`src/rtl/dpcm_pkg.sv`:
```
// Shared types and constants for the DPCM compression chain.
package dpcm_pkg;

  localparam int DPCM_DW     = 32;
  localparam int RLE_MAX_RUN = 255;
  localparam int RLE_RW      = $clog2(RLE_MAX_RUN + 1);

  typedef enum logic [1:0] {
    IDLE,
    RUN,
    FLUSH
  } rle_state_e;

  typedef struct packed {
    logic [DPCM_DW-1:0] value;
    logic [RLE_RW-1:0]  run;
  } rle_token_t;

endpackage

```
`src/rtl/dpcm_rle_stats.sv`:
```
// Activity counters for the run-length encoder; present only when RLE_STATS_EN is defined.
`ifdef RLE_STATS_EN
module rle_stats (
  input  logic        clk,
  input  logic        rst,
  input  logic        word_acc_i,
  input  logic        token_acc_i,
  output logic [31:0] stat_words_o,
  output logic [31:0] stat_tokens_o
);

  logic [31:0] words_q;
  logic [31:0] tokens_q;

  // Both counters wrap freely; they are free-running activity counts.
  always_ff @(posedge clk) begin
    if (!rst) begin
      words_q  <= '0;
      tokens_q <= '0;
    end else begin
      if (word_acc_i)  words_q  <= words_q + 32'd1;
      if (token_acc_i) tokens_q <= tokens_q + 32'd1;
    end
  end

  assign stat_words_o  = words_q;
  assign stat_tokens_o = tokens_q;

endmodule
`endif

```
`src/rtl/dpcm_rle.sv`:
```
// Run-length encoder after the DPCM stage: residual stream in, (value, run) tokens out.
// Optional activity counters are built in when RLE_STATS_EN is defined.
module dpcm_rle
  import dpcm_pkg::*;
#(
  parameter  int DW      = DPCM_DW,
  parameter  int MAX_RUN = RLE_MAX_RUN,
  localparam int RW      = $clog2(MAX_RUN + 1)
) (
  input  logic          clk,
  input  logic          rst,
  input  logic          in_valid,
  output logic          in_ready,
  input  logic [DW-1:0] in_data,
  input  logic          flush,
  output logic          out_valid,
  input  logic          out_ready,
  output logic [DW-1:0] out_value,
  output logic [RW-1:0] out_run,
  output logic          flush_done
`ifdef RLE_STATS_EN
  ,
  output logic [31:0]   stat_words,
  output logic [31:0]   stat_tokens
`endif
);

  rle_state_e    state_q, state_d;
  logic [DW-1:0] run_val_q, run_val_d;
  logic [RW-1:0] run_cnt_q, run_cnt_d;
  logic          out_valid_q, out_valid_d;
  logic [DW-1:0] out_value_q, out_value_d;
  logic [RW-1:0] out_run_q, out_run_d;
  logic          flush_done_q, flush_done_d;
  logic          flush_pend_q, flush_pend_d;

  logic          accept, flush_acc, out_fire, extend, close_run;
  logic          tok_load;
  logic [DW-1:0] tok_value;
  logic [RW-1:0] tok_run;

  assign in_ready  = !out_valid_q && !flush_pend_q;
  assign accept    = in_valid && in_ready;
  assign flush_acc = flush && in_ready;
  assign out_fire  = out_valid_q && out_ready;
  assign extend    = accept && (in_data == run_val_q) && (run_cnt_q < RW'(MAX_RUN));
  assign close_run = accept && !extend;

  // NOTE: sequential state uses non-blocking assignments so every register sees pre-edge values.
  always_ff @(posedge clk) begin
    if (!rst) state_q <= IDLE;
    else      state_q <= state_d;
  end

  always_comb begin
    state_d = state_q;
    case (state_q)
      IDLE:    if (accept) state_d = flush_acc ? FLUSH : RUN;
      RUN:     if (flush_acc) state_d = FLUSH;
      FLUSH:   if (run_cnt_q == '0 && out_fire) state_d = IDLE;
      default: state_d = IDLE;
    endcase
  end

  // run_cnt_q==0 in FLUSH means the final token has already been loaded.
  always_comb begin
    // NOTE: every output of a combinational block gets a default first, otherwise a latch is inferred.
    run_val_d    = run_val_q;
    run_cnt_d    = run_cnt_q;
    flush_pend_d = flush_pend_q;
    flush_done_d = 1'b0;
    tok_load     = 1'b0;
    tok_value    = run_val_q;
    tok_run      = run_cnt_q;
    case (state_q)
      IDLE: begin
        if (accept) begin
          run_val_d = in_data;
          run_cnt_d = RW'(1);
          if (flush_acc) begin
            tok_load     = 1'b1;
            tok_value    = in_data;
            tok_run      = RW'(1);
            run_cnt_d    = '0;
            flush_pend_d = 1'b1;
          end
        end else if (flush_acc) begin
          flush_done_d = 1'b1;
        end
      end
      RUN: begin
        if (close_run) begin
          tok_load  = 1'b1;
          run_val_d = in_data;
          run_cnt_d = RW'(1);
        end else if (extend) begin
          run_cnt_d = run_cnt_q + RW'(1);
        end
        // With no token pending, the open run leaves on the same edge as the flush.
        if (flush_acc) begin
          flush_pend_d = 1'b1;
          if (!close_run) begin
            tok_load  = 1'b1;
            tok_run   = run_cnt_d;
            run_cnt_d = '0;
          end
        end
      end
      FLUSH: begin
        if (run_cnt_q != '0) begin
          if (!out_valid_q || out_ready) begin
            tok_load  = 1'b1;
            run_cnt_d = '0;
          end
        end else if (out_fire) begin
          flush_done_d = 1'b1;
          flush_pend_d = 1'b0;
        end
      end
      default: ;
    endcase

    out_valid_d = out_valid_q && !out_ready;
    out_value_d = out_value_q;
    out_run_d   = out_run_q;
    if (tok_load) begin
      out_valid_d = 1'b1;
      out_value_d = tok_value;
      out_run_d   = tok_run;
    end
  end

  // NOTE: datapath registers are reset as well so no stale token survives a reset.
  always_ff @(posedge clk) begin
    if (!rst) begin
      run_val_q    <= '0;
      run_cnt_q    <= '0;
      out_valid_q  <= 1'b0;
      out_value_q  <= '0;
      out_run_q    <= '0;
      flush_done_q <= 1'b0;
      flush_pend_q <= 1'b0;
    end else begin
      run_val_q    <= run_val_d;
      run_cnt_q    <= run_cnt_d;
      out_valid_q  <= out_valid_d;
      out_value_q  <= out_value_d;
      out_run_q    <= out_run_d;
      flush_done_q <= flush_done_d;
      flush_pend_q <= flush_pend_d;
    end
  end

  assign out_valid  = out_valid_q;
  assign out_value  = out_value_q;
  assign out_run    = out_run_q;
  assign flush_done = flush_done_q;

`ifdef RLE_STATS_EN
  rle_stats u_stats (
    .clk          (clk),
    .rst          (rst),
    .word_acc_i   (accept),
    .token_acc_i  (out_fire),
    .stat_words_o (stat_words),
    .stat_tokens_o(stat_tokens)
  );
`endif

endmodule

```
`config.mk`:
```
export PLATFORM = sky130hd
export DESIGN_NAME = dpcm_rle
export DESIGN_NICKNAME = d
export VERILOG_FILES = /design/src/rtl/dpcm_pkg.sv /design/src/rtl/dpcm_rle_stats.sv /design/src/rtl/dpcm_rle.sv
export SDC_FILE = /design/constraint.sdc
export NUM_CORES = 1
export LEC_CHECK = 0
export CAP_MARGIN = 10
export CORE_MARGIN = 10
export CORE_UTILIZATION = 28
export DETAILED_ROUTE_END_ITERATION = 6
export HOLD_SLACK_MARGIN = 0.12
export PLACE_DENSITY = 0.55
export SYNTH_ARGS = -nofsm -noshare
export SYNTH_HDL_FRONTEND = slang
export SYNTH_HIERARCHICAL = 1
export SYNTH_SLANG_ARGS = --single-unit
export TNS_END_PERCENT = 100
```
`constraint.sdc`:
```
create_clock -name clk -period 4.5 [get_ports clk]
set_clock_uncertainty 0.2 [all_clocks]
set_input_delay 0.45 -clock clk [delete_from_list [all_inputs] [get_ports clk]]
set_output_delay 0.45 -clock clk [all_outputs]
set_load 0.005 [all_outputs]
```
* Yosys cells after proc, flatten, opt, wreduce, memory -nomap -nowiden
Index checks and enable logic that the tools add are counted.
Cells by class: add/subtract/negate cells 1, magnitude comparators 1, equal/unequal tests 11, multiplexer cells 43, reductions and logical operators 23
Operator list (number):
- two-way mux 32 bit | 5
- two-way mux 8 bit | 11
- case mux 32 bit (2 select lines) | 1
- == test 32 bit | 1
- case mux 8 bit (3 select lines) | 1
- two-way mux 1 bit | 16
- != test 2 bit, second input constant | 8
- case mux 8 bit (2 select lines) | 1
- logical AND 1 bit | 9
- adder 8 x 1 -> 8 bit, second input constant | 1
- logical NOT 8 bit | 1
- less-than comparator 8 bit, second input constant | 1
- two-way mux 2 bit | 4
- AND reduction 4 bit | 2
- nonzero test 8 bit | 1
- case mux 1 bit (3 select lines) | 2
- case mux 2 bit (3 select lines) | 1
- AND reduction 3 bit | 2
- logical NOT 1 bit | 4
- nonzero test 3 bit | 1
- == test 2 x 1 -> 1 bit, second input constant | 1
- == test 2 bit, second input constant | 1
- logical NOT 2 bit | 1
- case mux 1 bit (2 select lines) | 1
- 2 further kinds | 2
Word-level totals: register bits 85, input bits 37, output and inout bits 43, word-level logic and storage cells 87

* Longest topological paths before layout
Gate-level depths: netlist of run 1.
word-level depth 12, mapped depth 11, mapped depth without buffers 8

* Worst setup path before layout of run 1
OpenSTA, ideal clock, no wires.
path kind input port to flip-flop, start in in_valid, end reg out_run_q[0] (netlist: out_run[0]), setup time 0.119 ns, data arrival time 2.675 ns, data required time 4.181 ns, slack 1.507 ns, stages on the path 10, path buffers 4, cells stage by stage nor3b_2 nand4_1 or4_1 buf_2 or4b_1 clkbuf_1 and3_1 buf_6 buf_6 o221a_1
On the way: longest elaborated chain between the ends 9, elaborated cells on any way between the ends 16, classes of those cells mux (11); reduce/logical (5)
Ends and longest elaborated chain:
- from (decl) | RTL line dpcm_rle.sv:12 | input logic in_valid,
- logical AND 1 bit * | RTL line dpcm_rle.sv:43 | assign accept = in_valid && in_ready;
- logical AND 1 bit (2 in series) | RTL line dpcm_rle.sv:46 | assign extend = accept && (in_data == run_val_q) && (run_cnt_q < RW'(MAX_RUN));
- logical NOT 1 bit | RTL line dpcm_rle.sv:47 | assign close_run = accept && !extend;
- logical AND 1 bit | RTL line dpcm_rle.sv:47
- two-way mux 1 bit / two-way mux 8 bit (equally long branches) | RTL line dpcm_rle.sv:92 | if (close_run) begin
- two-way mux 1 bit / two-way mux 8 bit (equally long branches) | RTL line dpcm_rle.sv:102 | if (!close_run) begin
- two-way mux 1 bit / two-way mux 8 bit (equally long branches) | RTL line dpcm_rle.sv:100 | if (flush_acc) begin
- case mux 1 bit (3 select lines) / case mux 8 bit (2 select lines) (equally long branches) | RTL line dpcm_rle.sv:75 | case (state_q)
- to (signal assigned) | RTL line dpcm_rle.sv:148 | out_run_q <= out_run_d;
- to (decl) | RTL line dpcm_rle.sv:33 | logic [RW-1:0] out_run_q, out_run_d;
Every way passes the cells marked *; elsewhere a longest branch is shown, timed or not. A chain may end at the register's enable or synchronous reset.

* Final worst setup path of run 1
start in in_valid, end reg out_value_q[21] (netlist: out_value[21])
On the way: longest elaborated chain between the ends 9, elaborated cells on any way between the ends 12, classes of those cells mux (7); reduce/logical (5)
Ends and longest elaborated chain:
- logical AND 1 bit * | RTL line dpcm_rle.sv:43
- logical AND 1 bit (2 in series) | RTL line dpcm_rle.sv:46
- logical NOT 1 bit | RTL line dpcm_rle.sv:47
- logical AND 1 bit | RTL line dpcm_rle.sv:47
- two-way mux 1 bit | RTL line dpcm_rle.sv:92
- two-way mux 1 bit | RTL line dpcm_rle.sv:102
- two-way mux 1 bit | RTL line dpcm_rle.sv:100
- case mux 1 bit (3 select lines) | RTL line dpcm_rle.sv:75
- to (signal assigned) | RTL line dpcm_rle.sv:147 | out_value_q <= out_value_d;
- to (decl) | RTL line dpcm_rle.sv:32 | logic [DW-1:0] out_value_q, out_value_d;
Marks and branches as above.

==> impl_metrics.py, run 1 <==
metrics = {
    "cts": {
        "post_cts_buffers": 0,
        "htree_levels": 3,
        "clk_path_buf_depth": 2,
        "cts_resized": 0,
        "cts-root-buf": "clkbuf_16",
        "cts.sinks": 85,
        "clk_latency_ps": 350,
        "cts_tree": "yes",
        "clk_pin_slew_ps": 60,
        "cts_made_buffers": 9,
        "hold_buffers": 0,
    },
    "sta": {
        "slew_viol_final": 0,
        "timing.final.crit_period_ps": 3730,
        "slew_headroom_pct": 35.4,
        "timing.fmax_mhz": 268,
        "worst_slew_pin_slew_ps": 966,
        "hold_viol_final": 0,
        "timing.final.crit_share_pct": 82.8,
        "setup_viol": 0,
        "rsz0062_at_grt": "no",
        "timing.hold.ws_ps": 286,
        "setup-tns-final_ps": 0,
    },
    "synthesis": {
        "yosys-top-cells-area": "dfxtp_1 (34%), mux2i_1 (13%), a211oi_2 (9.1%)",
        "muxShareOfSynthArea_pct": 13.4,
        "avgSynthCellArea_sq_um": 9.04,
        "syn_area_sq_um": 4940,
        "yosys.area_share.adder_pct": 1.52,
        "synth_top_family_by_area": "compound AO/OA/AOI/OAI gates",
        "synth_edf_count": 0,
        "synth_cell_types": 62,
        "ys_ff_latch": 85,
        "ys_seq_area_share_pct": 34.4,
        "yosys.area_share.xor_xnor_pct": 5.85,
        "yosysWarningCount": 6,
        "postSynthCellCount": 547,
        "synth_top_area_share_pct": 34.4,
        "synth_nets": 590,
        "synth_compound_area_share_pct": 23.1,
        "synth_flop_cell": "dfxtp_1",
        "async_flop_share_pct": 0,
        "netlist.top_cell.by_area": "dfxtp_1",
        "synth-simple-area-share_pct": 16.1,
    },
    "worst_setup_path": {
        "critPathMaxStageDelay_ps": 720,
        "crit_path_max_fanout": 29,
        "crit_arrival_ps": 3790,
        "path_class": "in2reg",
        "crit_chain": "clkdlybuf4s50_1, nor3b_2, nand4_1, or4_1, or4b_1, and3_2, buf_4, a211oi_2",
        "slowest_stage": "or4_1",
        "worstSetupEndpointType": "flip-flop",
        "r2r_start": "out_valid",
        "crit_start": "in_valid",
        "required_ps": 4570,
        "startpoint_type": "primary input",
    },
    "detailed_routing": {
        "avgRoutedWirePerCell_um": 18.6,
        "firstDrtPassIters": 5,
        "routed_via_density": 5.29,
        "vias": 4377,
        "final_antenna_net_count": 0,
        "drc": 0,
        "wl_um": 15400,
        "first_iter_violations": 278,
    },
    "floorplanning": {
        "die_h_um": 153,
        "core_area_sq_um": 17300,
        "start_util_pct": 28.6,
        "dieArea_sq_um": 23400,
        "num_io_pins": 80,
        "rows": 48,
        "die_w_um": 153,
    },
    "power_and_ir_drop": {
        "p_sw_w": 0.00151,
        "peakVddDrop_mv": 0.266,
        "combPwrFrac_pct": 48.2,
        "seqPwrFrac_pct": 30.4,
        "switching_share_pct": 37.5,
        "power.density_nw_per_um2": 648,
        "power_w": 0.00404,
        "clkPwrFrac_pct": 21.4,
        "leakagePower_nw": 2.29,
        "internal_power_w": 0.00253,
    },
    "status": {
        "status": "finished clean",
    },
    "placement": {
        "io_buffers": 79,
        "gp_congestion": 0.836,
        "post-dp-hpwl_um": 11000,
    },
    "cells_and_area": {
        "nNetsFinal": 641,
        "multiInputGateArea_sq_um": 2990,
        "drive_gt1_share_pct": 13.1,
        "final_core_util_pct": 36.0,
        "area_growth_syn_to_layout_pct": 26.1,
        "seq_area_sq_um": 1700,
        "num_antenna_cells": 0,
        "n_fill_cell": 1744,
    },
    "grt": {
        "grt-ovfl-total": 0,
        "grt_use_total_pct": 13.2,
        "grt_pass1_vias": 4454,
        "grt_pass1_wl_um": 25200,
        "grt_max_degree": 43,
        "antenna_found_initial": 0,
    },
    "worst_hold_path": {
        "hp-class": "reg2reg",
        "min_from": "run_val_q[4]",
    },
    "flow_run": {
        "drv_cap": 0,
    },
}
[cells by family after synthesis]
family | after synthesis
AND/OR/NAND/NOR | 165
AO/OA/AOI/OAI | 131
flip-flops | 85
multiplexers | 66
buffers and inverters | 61
XOR/XNOR | 33
adder cells (fa/ha/maj) | 6
[cells in the final DEF (no fill, tap or decap), drive strengths merged, types with 2 or more instances in the layout]
cell            n
nand2          84
o41ai           2
inv             8
a31oi          37
buf            14
o311ai          2
nor4            7
xnor2          23
or3             3
and3            5
a211oi         40
a32oi           4
clkinv          2
and2            5
xor2           10
a21o            3
o41a            2
clkbuf         12
nand4          12
nor2           14
dfxtp          85
mux2i          65
a311oi          2
a22o            4
nor3            6
nand3          12
bufinv          3
or3b            2
o21ai           7
or4             2
o221a           4
nor3b           2
ha              6
a221o           3
clkdlybuf4s50  78
or2             4
a21oi          10
[through the flow]
step | std cells | area, sq um | setup slack [ps]
finish | 828 | 6230 | 774
detailed placement | 812 | 5890 | 455
global placement | 812 | 5890 | 535
CTS | 828 | 6230 | 816
floorplan | 547 | 4940 | 1510
global route | 828 | 6230 | 608
[worst paths after layout]
check	to	slack [ps]	cells past startpoint
min	run_val_q[4]	290	2
max	out_value[21]	770	8
max reg2reg	out_value[21]	1060	7
min reg2reg	run_val_q[4]	290	2
[area by class of cell]
| cell class | count | area share, % |
|---|---|---|
| Clock inverter | 4 | 1.53 |
| Inverter | 9 | 0.542 |
| Timing Repair Buffer | 92 | 14.2 |
| Tap cell | 225 | 4.52 |
| Sequential cell | 85 | 27.3 |
| Clock buffer | 12 | 3.95 |
| Multi-Input combinational cell | 401 | 48.0 |
[synthesized netlist by cell type (2+ instances only)]
| master | number |
|---|---|
| a211oi_1 | 4 |
| a211oi_2 | 36 |
| a21o_1 | 3 |
| a21oi_1 | 10 |
| a221o_1 | 3 |
| a22o_1 | 4 |
| a31oi_1 | 37 |
| a32oi_1 | 4 |
| and2_1 | 4 |
| and3_1 | 5 |
| buf_2 | 6 |
| buf_6 | 5 |
| clkbuf_1 | 40 |
| dfxtp_1 | 85 |
| ha_1 | 6 |
| inv_1 | 8 |
| mux2i_1 | 65 |
| nand2_1 | 84 |
| nand3_1 | 12 |
| nand4_1 | 12 |
| nor2_1 | 14 |
| nor3_1 | 6 |
| nor4_1 | 7 |
| o21ai_0 | 7 |
| o221a_1 | 3 |
| o311ai_0 | 2 |
| o41a_1 | 2 |
| o41ai_1 | 2 |
| or2_2 | 3 |
| or3_1 | 3 |
| or3b_2 | 2 |
| or4_1 | 2 |
| xnor2_1 | 23 |
| xor2_1 | 10 |
[worst max-delay path: cells and delay by family]
| family | cells | cell delay (ps) |
|---|---|---|
| buffers and inverters | 2 | 880 |
| and+or+nand+nor | 5 | 2260 |
| AOI/OAI and AO/OA | 1 | 180 |
[power groups by stage]
| stage | logic, W | registers (W) | clock network [W] |
|---|---|---|---|
| after floorplan | 0.00128 | 0.00120 | 0 |
| after global placement | 0.00192 | 0.00124 | 0 |
| after detailed placement | 0.00196 | 0.00123 | 0 |
| after CTS | 0.00197 | 0.00122 | 0.000885 |
| after global routing | 0.00213 | 0.00126 | 0.000919 |
| final | 0.00195 | 0.00123 | 0.000866 |
[per-layer routing]
metal	up-vias	share of wire (%)	wire [um]	global-route usage, %
met3	17	4.8	737	3.28
met4	0	2.1	321	5.31
met2	103	47	7210	21.0
li1	2119	-	-	-
met5	-	0	0	0
met1	2138	46	7160	16.6
[state kept, by name, indices dropped and copies added (netlist names)]
| name | cells |
|---|---|
| state_q | 2 |
| run_val_q | 32 |
| run_cnt_q | 8 |
| out_value | 32 |
| out_run | 8 |
| out_valid | 1 |
| flush_done | 1 |
| flush_pend_q | 1 |
(Power assumes the default switching activity.)
==> run 2: changes to the inputs <==
- clock period: 4.5 -> 3.6 ns (I/O delays scaled with it)
==> impl_metrics.py, run 2 (synthesis results as in run 1) <==
metrics = {
    "status": {
        "status": "finished clean",
    },
    "worst_setup_path": {
        "crit_chain": "ha_1, nand3_1, o2111a_1, nand3_1, nor3_1, buf_4, a211oi_4, buf_12, mux2i_1",
        "r2r_start": "run_cnt_q[1]",
        "reg2regPathDepth": 9,
        "slowest_stage": "a211oi_4",
        "crit_path_max_fanout": 19,
        "path_class": "reg2reg",
        "required_ps": 3680,
        "crit_buf_inv": 2,
        "critPathTopFamily": "compound AO/OA/AOI/OAI gates",
        "crit_arrival_ps": 3220,
        "crit_top_cell": "nand3_1",
        "crit_start": "run_cnt_q[1]",
        "worstSetupEndpointType": "flip-flop",
        "startpoint_type": "flip-flop",
        "r2r_slack_ps": 460,
        "worstReg2RegEnd": "run_val_q[8]",
        "critPathMaxStageDelay_ps": 850,
    },
    "detailed_routing": {
        "drc": 0,
        "vias": 4460,
        "final_antenna_net_count": 0,
        "first_iter_violations": 291,
        "avgRoutedWirePerCell_um": 18.4,
        "routed_via_density": 5.33,
        "wl_um": 15400,
        "firstDrtPassIters": 4,
    },
    "power_and_ir_drop": {
        "switching_share_pct": 37.8,
        "power.density_nw_per_um2": 795,
        "power_w": 0.00500,
        "peakVddDrop_mv": 0.403,
        "clkPwrFrac_pct": 19.9,
        "internal_power_w": 0.00311,
        "seqPwrFrac_pct": 30.5,
        "p_sw_w": 0.00189,
        "leakagePower_nw": 2.33,
        "combPwrFrac_pct": 49.6,
    },
    "cts": {
        "clk_pin_slew_ps": 60,
        "cts_tree": "yes",
        "cts.sinks": 85,
        "cts_made_buffers": 9,
        "post_cts_buffers": 0,
        "cts-root-buf": "clkbuf_16",
        "clk_latency_ps": 350,
        "clk_path_buf_depth": 2,
        "htree_levels": 3,
        "cts_resized": 0,
        "hold_buffers": 0,
    },
    "sta": {
        "timing.fmax_mhz": 318,
        "slew_headroom_pct": 32.3,
        "fin_ws_ps": 458,
        "timing.final.crit_period_ps": 3140,
        "setup_viol": 0,
        "rsz0062_at_grt": "no",
        "timing.final.crit_share_pct": 87.3,
        "slew_viol_final": 0,
        "setup-tns-final_ps": 0,
        "hold_viol_final": 0,
        "timing.hold.ws_ps": 287,
        "worst_slew_pin_slew_ps": 1010,
    },
    "placement": {
        "post-dp-hpwl_um": 11200,
        "placedCellCount": 821,
        "io_buffers": 79,
        "place_ws_ps": 193,
        "gp_congestion": 0.856,
    },
    "cells_and_area": {
        "layout_commonest_cell": "dfxtp_1",
        "drive_gt1_share_pct": 14.4,
        "final_cells": 837,
        "final_cell_mix": "dfxtp_1 (85), nand2_1 (84), clkdlybuf4s50_1 (78)",
        "area_growth_syn_to_layout_pct": 27.3,
        "num_antenna_cells": 0,
        "nNetsFinal": 650,
    },
    "floorplanning": {
        "die_h_um": 153,
        "rows": 48,
        "num_io_pins": 80,
        "die_w_um": 153,
        "start_util_pct": 28.6,
        "core_area_sq_um": 17300,
        "dieArea_sq_um": 23400,
    },
    "worst_hold_path": {
        "min_to": "run_val_q[31]",
        "min_from": "run_val_q[31]",
        "hold_depth": 2,
        "hp-class": "reg2reg",
    },
    "grt": {
        "grt-ovfl-total": 0,
        "antenna_found_initial": 0,
        "grt_pass1_wl_um": 24600,
        "grt_pass1_vias": 4358,
        "grt_max_degree": 51,
        "grt_use_total_pct": 12.7,
    },
    "flow_run": {
        "drv_cap": 0,
    },
}
[run 2: cell count changes in the layout (fill, tap and decap cells not counted), sizes merged]
cell	before	now
clkbuf	12	11
clkinv	2	4
bufinv	3	2
buf	14	23
[run 2: worst reg2reg max path: stages (launching register included)]
cell and delay [ps]:
dfxtp_1 430, ha_1 310, nand3_1 120, o2111a_1 280
nand3_1 150, nor3_1 80, buf_4 160, a211oi_4 850
buf_12 290, mux2i_1 210
[run 2: metal layers]
metal	global-route usage [%]	vias up	routed length, um
li1	-	2135	-
met1	16.0	2169	7090
met5	0	-	0
met3	3.42	14	824
met2	20.5	142	7300
met4	3.95	0	218
[run 2: worst max-delay path by stage]
stage | slack (ps) | cells after the start | endpoint
CTS | 470 | 9 | run_val_q[8]
floorplan | 680 | 10 | out_run[0]
global route | 290 | 9 | run_val_q[13]
detailed placement | 190 | 8 | out_value[20]
global placement | 210 | 9 | run_val_q[0]
finish | 460 | 9 | run_val_q[8]
[run 2: power by group through the flow]
stage / combinational, W / sequential, W / clock (W)
floorplan: 0.00160 / 0.00150 / 0
global placement: 0.00244 / 0.00154 / 0
detailed placement: 0.00250 / 0.00154 / 0
CTS: 0.00251 / 0.00153 / 0.00101
global route: 0.00270 / 0.00157 / 0.00106
finish: 0.00248 / 0.00152 / 0.000996
[run 2: final cells by class]
cell class / instances / area (sq um)
Clock buffer: 11 / 233
Clock inverter: 5 / 75.1
Fill cell: 1737 / 11000
Inverter: 9 / 33.8
Multi-Input combinational cell: 401 / 2990
Sequential cell: 85 / 1700
Tap cell: 225 / 282
Timing Repair Buffer: 101 / 976
[run 2: per-stage QoR]
step                instance area, sq um  util, %
finish                              6290     36.4
global route                        6290     36.4
CTS                                 6290     36.4
detailed placement                  5980     34.6
global placement                    5980     34.6
floorplan                           4940        -
